**src/rtl/dp_seq_pkg.sv**
```systemverilog
// dp_seq_pkg: shared types and constants for the datapath sequencer.
package dp_seq_pkg;

  // Controller phases; one instruction is in flight at a time.
  typedef enum logic [1:0] {
    S_IDLE   = 2'd0,
    S_DECODE = 2'd1,
    S_EXEC   = 2'd2,
    S_RESP   = 2'd3
  } state_e;

  // ALU opcodes understood by the datapath.
  localparam logic [3:0] OP_ADD = 4'd0;
  localparam logic [3:0] OP_SUB = 4'd1;
  localparam logic [3:0] OP_AND = 4'd2;
  localparam logic [3:0] OP_OR  = 4'd3;
  localparam logic [3:0] OP_XOR = 4'd4;
  localparam logic [3:0] OP_SLL = 4'd5;
  localparam logic [3:0] OP_SRL = 4'd6;
  localparam logic [3:0] OP_SLT = 4'd7;

  // Highest opcode with a defined ALU operation.
  localparam int OP_LEGAL_MAX = 7;

  // Instruction word layout: {op, rd, rs, rt}.
  localparam int INSTR_W = 16;
  localparam int OP_MSB  = 15;
  localparam int OP_LSB  = 12;
  localparam int RD_MSB  = 11;
  localparam int RD_LSB  = 8;
  localparam int RS_MSB  = 7;
  localparam int RS_LSB  = 4;
  localparam int RT_MSB  = 3;
  localparam int RT_LSB  = 0;

endpackage

```
**src/rtl/dp_seq_decode.sv**
```systemverilog
// dp_seq_decode: splits an instruction word into its fields and flags
// opcodes outside the defined ALU set.
module dp_seq_decode
  import dp_seq_pkg::*;
(
  input  logic [INSTR_W-1:0]       instr_i,
  output logic [OP_MSB-OP_LSB:0]   op_o,
  output logic [RD_MSB-RD_LSB:0]   rd_o,
  output logic [RS_MSB-RS_LSB:0]   rs_o,
  output logic [RT_MSB-RT_LSB:0]   rt_o,
  output logic                     illegal_o
);

  assign op_o      = instr_i[OP_MSB:OP_LSB];
  assign rd_o      = instr_i[RD_MSB:RD_LSB];
  assign rs_o      = instr_i[RS_MSB:RS_LSB];
  assign rt_o      = instr_i[RT_MSB:RT_LSB];
  assign illegal_o = (int'(op_o) > OP_LEGAL_MAX);

endmodule

```
**src/rtl/dp_sequencer.sv**
```systemverilog
// dp_sequencer: multi-cycle controller for the register-file/ALU datapath.
// IDLE -> DECODE -> EXEC -> RESP, one instruction in flight.
// Build option: define DP_SEQ_ILLEGAL_TRAP_EN to trap opcodes 0x8-0xF
// (no register write, error response) instead of executing them.
module dp_sequencer
  import dp_seq_pkg::*;
#(
  parameter int DATA_W = 32,
  parameter int REG_AW = 4,
  parameter int OP_W   = 4,
  parameter int CNT_W  = 16
) (
  input  logic                     clk,
  input  logic                     reset,
  input  logic                     instr_valid,
  input  logic [OP_W+3*REG_AW-1:0] instr,
  output logic                     instr_ready,
  output logic [REG_AW-1:0]        dp_rs,
  output logic [REG_AW-1:0]        dp_rt,
  output logic [REG_AW-1:0]        dp_rd,
  output logic [OP_W-1:0]          dp_alu_control,
  output logic                     dp_wrReg,
  input  logic [DATA_W-1:0]        dp_out_data,
  output logic                     resp_valid,
  input  logic                     resp_ready,
  output logic [DATA_W-1:0]        resp_data,
  output logic [REG_AW-1:0]        resp_rd,
  output logic                     resp_err,
  output logic                     busy,
  output logic [CNT_W-1:0]         instr_count
);

`ifdef DP_SEQ_ILLEGAL_TRAP_EN
  localparam bit TRAP_EN = 1'b1;
`else
  localparam bit TRAP_EN = 1'b0;
`endif

  state_e              state_q;
  logic [REG_AW-1:0]   dp_rs_q, dp_rt_q, dp_rd_q;
  logic [OP_W-1:0]     dp_op_q;
  logic                wr_q;
  logic                trap_q;
  logic                resp_valid_q;
  logic [DATA_W-1:0]   resp_data_q;
  logic [REG_AW-1:0]   resp_rd_q;
  logic                resp_err_q;
  logic [CNT_W-1:0]    cnt_q, cnt_d;

  logic [OP_W-1:0]     dec_op;
  logic [REG_AW-1:0]   dec_rd, dec_rs, dec_rt;
  logic                dec_illegal;
  logic                trap;

  // Decode straight off the input so fields are latched at the accept edge.
  dp_seq_decode u_decode (
    .instr_i   (instr),
    .op_o      (dec_op),
    .rd_o      (dec_rd),
    .rs_o      (dec_rs),
    .rt_o      (dec_rt),
    .illegal_o (dec_illegal)
  );

  assign trap  = dec_illegal && TRAP_EN;
  assign cnt_d = cnt_q + CNT_W'(1);

  // Sequencer FSM with registered datapath controls, response and counter.
  always_ff @(posedge clk) begin
    if (reset) begin
      state_q      <= S_IDLE;
      dp_rs_q      <= '0;
      dp_rt_q      <= '0;
      dp_rd_q      <= '0;
      dp_op_q      <= '0;
      wr_q         <= 1'b0;
      trap_q       <= 1'b0;
      resp_valid_q <= 1'b0;
      resp_data_q  <= '0;
      resp_rd_q    <= '0;
      resp_err_q   <= 1'b0;
      cnt_q        <= '0;
    end else begin
      case (state_q)
        S_IDLE: begin
          if (instr_valid) begin
            dp_rs_q <= dec_rs;
            dp_rt_q <= dec_rt;
            dp_rd_q <= dec_rd;
            dp_op_q <= dec_op;
            trap_q  <= trap;
            state_q <= S_DECODE;
          end
        end
        S_DECODE: begin
          if (trap_q) begin
            resp_valid_q <= 1'b1;
            resp_data_q  <= '0;
            resp_rd_q    <= dp_rd_q;
            resp_err_q   <= 1'b1;
            state_q      <= S_RESP;
          end else begin
            wr_q    <= 1'b1;
            state_q <= S_EXEC;
          end
        end
        S_EXEC: begin
          // Captured on the write edge, so the result uses pre-write operands.
          wr_q         <= 1'b0;
          resp_valid_q <= 1'b1;
          resp_data_q  <= dp_out_data;
          resp_rd_q    <= dp_rd_q;
          resp_err_q   <= 1'b0;
          cnt_q        <= cnt_d;
          state_q      <= S_RESP;
        end
        S_RESP: begin
          if (resp_ready) begin
            resp_valid_q <= 1'b0;
            state_q      <= S_IDLE;
          end
        end
        default: state_q <= S_IDLE;
      endcase
    end
  end

  // Reset gates the handshake/write outputs so nothing leaks while it is held.
  assign instr_ready    = (state_q == S_IDLE) && !reset;
  assign dp_wrReg       = wr_q && !reset;
  assign dp_rs          = dp_rs_q;
  assign dp_rt          = dp_rt_q;
  assign dp_rd          = dp_rd_q;
  assign dp_alu_control = dp_op_q;
  assign resp_valid     = resp_valid_q;
  assign resp_data      = resp_data_q;
  assign resp_rd        = resp_rd_q;
  assign resp_err       = resp_err_q;
  assign busy           = (state_q != S_IDLE);
  assign instr_count    = cnt_q;

endmodule

```
**config.mk**
```make
export PLATFORM = sky130hd
export DESIGN_NAME = dp_sequencer
export DESIGN_NICKNAME = d
export VERILOG_FILES = /design/src/rtl/dp_seq_pkg.sv /design/src/rtl/dp_seq_decode.sv /design/src/rtl/dp_sequencer.sv
export SDC_FILE = /design/constraint.sdc
export NUM_CORES = 1
export LEC_CHECK = 0
export ABC_AREA = 1
export BUFFER_PORTS_ARGS = -buffer_cell sky130_fd_sc_hd__clkbuf_2
export CAP_MARGIN = 10
export CORE_UTILIZATION = 25
export CTS_BUF_LIST = sky130_fd_sc_hd__clkbuf_2 sky130_fd_sc_hd__clkbuf_4 sky130_fd_sc_hd__clkbuf_8
export DETAILED_ROUTE_END_ITERATION = 12
export GPL_TIMING_DRIVEN = 0
export PLACE_DENSITY = 0.54
export SLEW_MARGIN = 40
export SYNTH_ARGS = -nofsm -noshare
export SYNTH_HDL_FRONTEND = slang
export SYNTH_SLANG_ARGS = --single-unit
```
**constraint.sdc**
```tcl
create_clock -name clk -period 3.1 [get_ports clk]
set_input_delay 0 -clock clk [delete_from_list [all_inputs] [get_ports clk]]
set_output_delay 0 -clock clk [all_outputs]
set_load 0.01 [all_outputs]
```
==> results_dict.tcl, run 1 <==
set metrics [dict create \
    outcome "complete, no violations" \
    antenna_cells 0 \
    syn2layout_area_growth_pct 51.80 \
    ir_worst_vdd_mv 0.4003 \
    grt_first_pass_wirelength_um 13300 \
    core_area_sq_um 11030 \
    antenna_found_initial 0 \
    slew_violations 0 \
    crit_family "buffers and inverters" \
    crit_arrival_ps 1870 \
    synth_cell_types 29 \
    path_class "reg -> reg" \
    io_pins 125 \
    drv_cap 0 \
    cts.sink_count 72 \
    met1_usage_pct 17.80 \
    yosys_warnings 0 \
    multi_input_area_sq_um 1240 \
    critical_path.max_stage_delay_ps 370 \
    n_fill_cell 1168 \
    seqCellArea_sq_um 1441 \
    rows 38 \
    final_common_cell "nor2_1" \
    setup_violations 0 \
    most-common-layout-cells "nor2_1 (125), clkbuf_2 (122), dfxtp_1 (72), o21ai_0 (56), dlygate4sd3_1 (49)" \
    dieWidth_um 109.5 \
    hold_viol 0 \
    drive_gt1_share_pct 30.36 \
    drcViolationCount 0 \
    cp-end-kind "flip-flop" \
    grt_max_degree 14 \
    ff2ff_path_depth 6 \
    overflow 0 \
    clk_latency_ps 350 \
    use_met3_pct 4.742 \
    wire_per_inst_um 11.91 \
    timing.setup.tns_ps 0 \
    cts_hold_buffers 49 \
    cp.depth 6 \
    period_share_pct 51.18 \
    drtAntennaViolNets 0 \
    clk_pin_slew_ps 80 \
    required_ps 3380 \
    seq_area_frac_synth_pct 49.89 \
    cts_tree "yes" \
    skew_ps 5.097 \
    syn_area_sq_um 2889 \
    min_path_cells 3 \
    fp.dieH_um 109.5 \
    ctsHtreeMaxLevel 3 \
    grt_setup_unrepaired "no" \
    synthCells 373 \
    dieArea_sq_um 11990 \
    period_needed_ps 1587 \
    root_buffer "clkbuf_8" \
    wl_um 8334 \
    dr.pass1.iters 4 \
    cts_resized 0 \
    globalplace.congestion 0.7678 \
    crit_buf_inv 3 \
    start_util_pct 26.19 \
    first_global_vias 2839 \
    dp_slack_ps 1494 \
    hpwl_um 5736 \
    ys_seq_elements 72 \
    grt-busiest-layer "met2" \
    vias 2967 \
    p_leak_nw 2.153 \
    path_cells "inv_1 > ha_1 > buf_6 > clkbuf_1 > o21ai_0 > nor2_1" \
    start_kind "flip-flop" \
    cts_buffer_depth 2 \
    drt-initial-drc-count 114 \
    crit_path_top_delay_cell "clkbuf_1" \
    syn_area_per_cell_sq_um 7.745 \
    holdCritPathClass "in -> reg" \
    syn_nets 431 \
    grt_use_met2_pct 23.67 \
    post_cts_buffers 0 \
    fmax_ghz 0.6303 \
    vias_per_cell 4.239 \
    power_density_nw_per_um2 756.9 \
    io_buffers 122 \
    numCtsBuffers 9 \
    critPathMaxFanout 10 \
    nets 613 \
    fin_ws_ps 1513 \
    grt_usage_pct 14.62 \
]
[kinds of logic (layout without fill, tap and decap cells)]
kind of cell    after synthesis  count (layout)  synth area share [%]
compound gates               75              75                 13.56
xor+xnor                      2               2                0.6064
fa+ha+maj                     6               6                 2.598
buf+inv                      41             228                 7.189
flops                        72              72                 49.89
other cells                   1               1                0.1298
simple gates                176             176                 26.03
[worst register-to-register path: cells and delay by family (launching register included)]
kind,cells,cell delay [ps]
AO/OA/AOI/OAI,1,180
adder cells (fa/ha/maj),1,240
buffers and inverters,3,670
flip-flops,1,340
AND/OR/NAND/NOR,1,100
[registers in the layout (all words and copies together) (netlist names)]
signal / count
dp_rt: 4
dp_alu_control: 4
instr_count: 16
state_q: 2
resp_valid: 1
dp_rs: 4
dp_rd: 4
resp_rd: 4
wr_q: 1
resp_data: 32
[worst paths after layout]
check	startpoint	end	slack (ps)
worst max-delay path	state_q[0]	resp_data[0]	1510
worst min-delay path	instr_valid	state_q[1]	40
worst max register to register	state_q[0]	resp_data[0]	1510
worst min register to register	resp_valid	resp_valid	490
[power breakdown]
group,internal [W],total [W],switching [W]
clock,0.000453,0.000829,0.000376
sequential,0.00120,0.00135,0.000153
combinational,0.000458,0.00114,0.000680
total,0.00211,0.00332,0.00121
[cells in the mapped netlist]
master | number | area share [%]
o21bai_2 | 1 | 0.39
dfxtp_1 | 72 | 50
o21ai_0 | 56 | 9.7
nand3_1 | 11 | 1.9
buf_4 | 8 | 2.1
nor2_4 | 3 | 1.2
nor2_8 | 2 | 1.4
nor3_1 | 1 | 0.17
nand2_2 | 2 | 0.43
conb_1 | 1 | 0.13
o21ai_1 | 3 | 0.52
ha_1 | 6 | 2.6
xor2_1 | 1 | 0.30
nor2_1 | 125 | 16
inv_2 | 4 | 0.52
xnor2_1 | 1 | 0.30
a211oi_1 | 1 | 0.26
inv_4 | 1 | 0.22
buf_2 | 5 | 0.87
nand2_4 | 1 | 0.39
o31a_1 | 1 | 0.30
nor2_2 | 2 | 0.43
a21oi_1 | 12 | 2.1
nor3b_1 | 1 | 0.26
buf_6 | 2 | 0.78
clkbuf_1 | 5 | 0.65
nand2_1 | 28 | 3.6
inv_1 | 16 | 2.1
a21oi_2 | 1 | 0.30
[metal layers]
layer  vias to the layer above  part of all wire, %
met5                         -                    0
met4                         0                  2.1
met3                        15                  5.5
met2                        78                   48
met1                      1323                   45
li1                       1551                    -
[stage by stage]
| stage | utilization [%] | hold WS, ps | cells | instance area, sq um | power (W) |
|---|---|---|---|---|---|
| detailed placement | 33.31 | 229.0 | 635 | 3675 | 0.002465 |
| floorplan | - | 134.9 | 373 | 2889 | 0.001990 |
| global route | 39.76 | 70.87 | 700 | 4385 | 0.003575 |
| global placement | 33.31 | 222.4 | 635 | 3675 | 0.002442 |
| finish | 39.76 | 42.91 | 700 | 4385 | 0.003319 |
| CTS | 39.76 | 35.01 | 700 | 4385 | 0.003365 |
[final cells by class]
class	count	share of cell area [%]
multi-input combinational	260	28.27
buffer	20	2.882
sequential	72	32.87
inverter	21	1.854
clock buffer	9	2.825
timing repair buffer	171	25.11
clock inverter	7	2.197
tap	140	3.994
Note: power is estimated with default switching activity, not from simulation.
==> run 2: changes to the inputs <==
==> constraint.sdc (replaced) <==
create_clock -name clk -period 1.5 [get_ports clk]
set_input_delay 0 -clock clk [delete_from_list [all_inputs] [get_ports clk]]
set_output_delay 0 -clock clk [all_outputs]
set_load 0.01 [all_outputs]
==> run 2 against run 1 <==
Compared with the run above: power rose by 110%; register-to-register slack got worse by 1400 ps; combinational power rose by 110%; worst hold slack improved by 8.6 ps.
==> results_dict.tcl, run 2 (synthesis gave the netlist of run 1 again) <==
set metrics [dict create \
    wire_per_inst_um 11.97 \
    fmax_ghz 0.7080 \
    holdCritPathClass "in -> reg" \
    root_buffer "clkbuf_8" \
    crit_path_top_delay_cell "dfxtp_2" \
    fp.dieH_um 109.5 \
    combPwrFrac_pct 34.7 \
    start_util_pct 26.19 \
    hpwl_um 5736 \
    drtAntennaViolNets 0 \
    start_kind "flip-flop" \
    grt_first_pass_wirelength_um 13300 \
    p_switching_w 0.002526 \
    p_int_w 0.004406 \
    outcome "complete, no violations" \
    core_area_sq_um 11030 \
    ctsHtreeMaxLevel 3 \
    io_pins 125 \
    wl_um 8366 \
    overflow 0 \
    crit_family "buffers and inverters" \
    grt_setup_unrepaired "no" \
    swShare_pct 36.44 \
    rows 38 \
    post_cts_buffers 0 \
    critical_path.max_stage_delay_ps 380 \
    grt_max_degree 14 \
    route.met3.wl_um 513 \
    cp-end-kind "flip-flop" \
    setup_violations 0 \
    hold_viol 0 \
    most-common-layout-cells "nor2_1 (125), clkbuf_2 (125), dfxtp_1 (70), o21ai_0 (56), dlygate4sd3_1 (49)" \
    period_share_pct 94.16 \
    dieArea_sq_um 11990 \
    numCtsBuffers 9 \
    antenna_cells 0 \
    io_buffers 122 \
    vias_per_cell 4.230 \
    fin_area_sq_um 4415 \
    path_cells "inv_4 > ha_4 > buf_8 > inv_4 > buf_6 > buf_4 > nor2_1 > nor2_1" \
    clk_latency_ps 350 \
    maxUsedRoutingLayer "met4" \
    skew_ps 6.768 \
    crit_arrival_ps 1700 \
    drive_gt1_share_pct 31.66 \
    clk_pin_slew_ps 80 \
    period_needed_ps 1412 \
    first_global_vias 2841 \
    power_density_nw_per_um2 1570 \
    drcViolationCount 0 \
    path_class "reg -> reg" \
    cts_buffer_depth 2 \
    critPathMaxFanout 10 \
    syn2layout_area_growth_pct 52.84 \
    grt_usage_pct 14.62 \
    globalplace.congestion 0.7678 \
    ir_worst_vdd_mv 0.8273 \
    nets 612 \
    antenna_found_initial 0 \
    p_leak_nw 2.163 \
    drv_cap 0 \
    dieWidth_um 109.5 \
    clkPwrFrac_pct 24.7 \
    dr.pass1.iters 4 \
    met2_length_um 4018 \
    cts.sink_count 72 \
    largest_reg_flops 32 \
    drt-initial-drc-count 118 \
    slew_violations 0 \
    crit_buf_inv 5 \
    required_ps 1790 \
    place_area_sq_um 3675 \
    vias 2957 \
    drt-met1-wl_um 3690 \
    cts_tree "yes" \
    final_util_pct 40.03 \
    sequentialPowerShare_pct 40.6 \
]
==> run 2: changes by cell type in the layout (fill, tap and decap cells not counted), sizes merged <==
| cell | previous run | this run |
|---|---|---|
| buf | 15 | 14 |
==> run 2: worst reg2reg max path: stages (launching register included) <==
cell and delay (ps):
dfxtp_2 380, inv_4 60, ha_4 170, buf_8 140, inv_4 110, buf_6 170, buf_4 180, nor2_1 50
nor2_1 100
==> run 2: power groups by stage <==
stage / Sequential, W / Combinational, W / Clock, W
3_5_place_dp: 0.00283 / 0.00227 / 0
3_3_place_gp: 0.00281 / 0.00224 / 0
4_1_cts: 0.00280 / 0.00243 / 0.00178
2_1_floorplan: 0.00305 / 0.00106 / 0
6_report: 0.00281 / 0.00241 / 0.00171
5_1_grt: 0.00289 / 0.00271 / 0.00186
==> run 2: cell type report <==
cell class                      instances  area, sq um
Multi-Input combinational cell        260         1255
Sequential cell                        72         1444
Fill cell                            1165         6615
Clock inverter                          7        96.34
Timing Repair Buffer                  171         1101
Clock buffer                            9        123.9
Tap cell                              140        175.2
Inverter                               21        83.83
Buffer                                 19        136.4
==> run 2: per-stage QoR <==
step,total power (W),std cells,setup WS (ps),hold WS (ps),setup TNS [ps]
5_1_grt,0.007460,699,1.218,82.38,0
3_3_place_gp,0.005046,635,-39.85,222.4,-549.1
6_report,0.006932,699,87.53,51.49,0
2_1_floorplan,0.004112,373,178.2,134.9,0
4_1_cts,0.007011,700,3.983,46.60,0
3_5_place_dp,0.005094,635,-106.0,229.0,-2326
==> run 2: final timing paths <==
path | startpoint | endpoint | slack (ps) | cells past startpoint
setup / recovery | state_q[0] | resp_data[10] | 90 | 8
hold / removal | instr_valid | state_q[1] | 50 | 3
hold reg to reg | resp_valid | resp_valid | 490 | 2
setup reg to reg | state_q[0] | resp_data[10] | 90 | 8
==> run 2: routing by layer <==
layer	global-route usage (%)	vias to the layer above
li1	-	1548
met5	0	-
met1	17.80	1311
met2	23.67	84
met3	4.742	14
met4	6.095	0
==> run 2: what timing repair did <==
| item | CTS | global route |
|---|---|---|
| setup endpoints to repair | 47 | 45 |
| hold endpoints to repair | 52 | 0 |
| gates resized for setup | 9 | 4 |
| hold buffers | 49 | 0 |
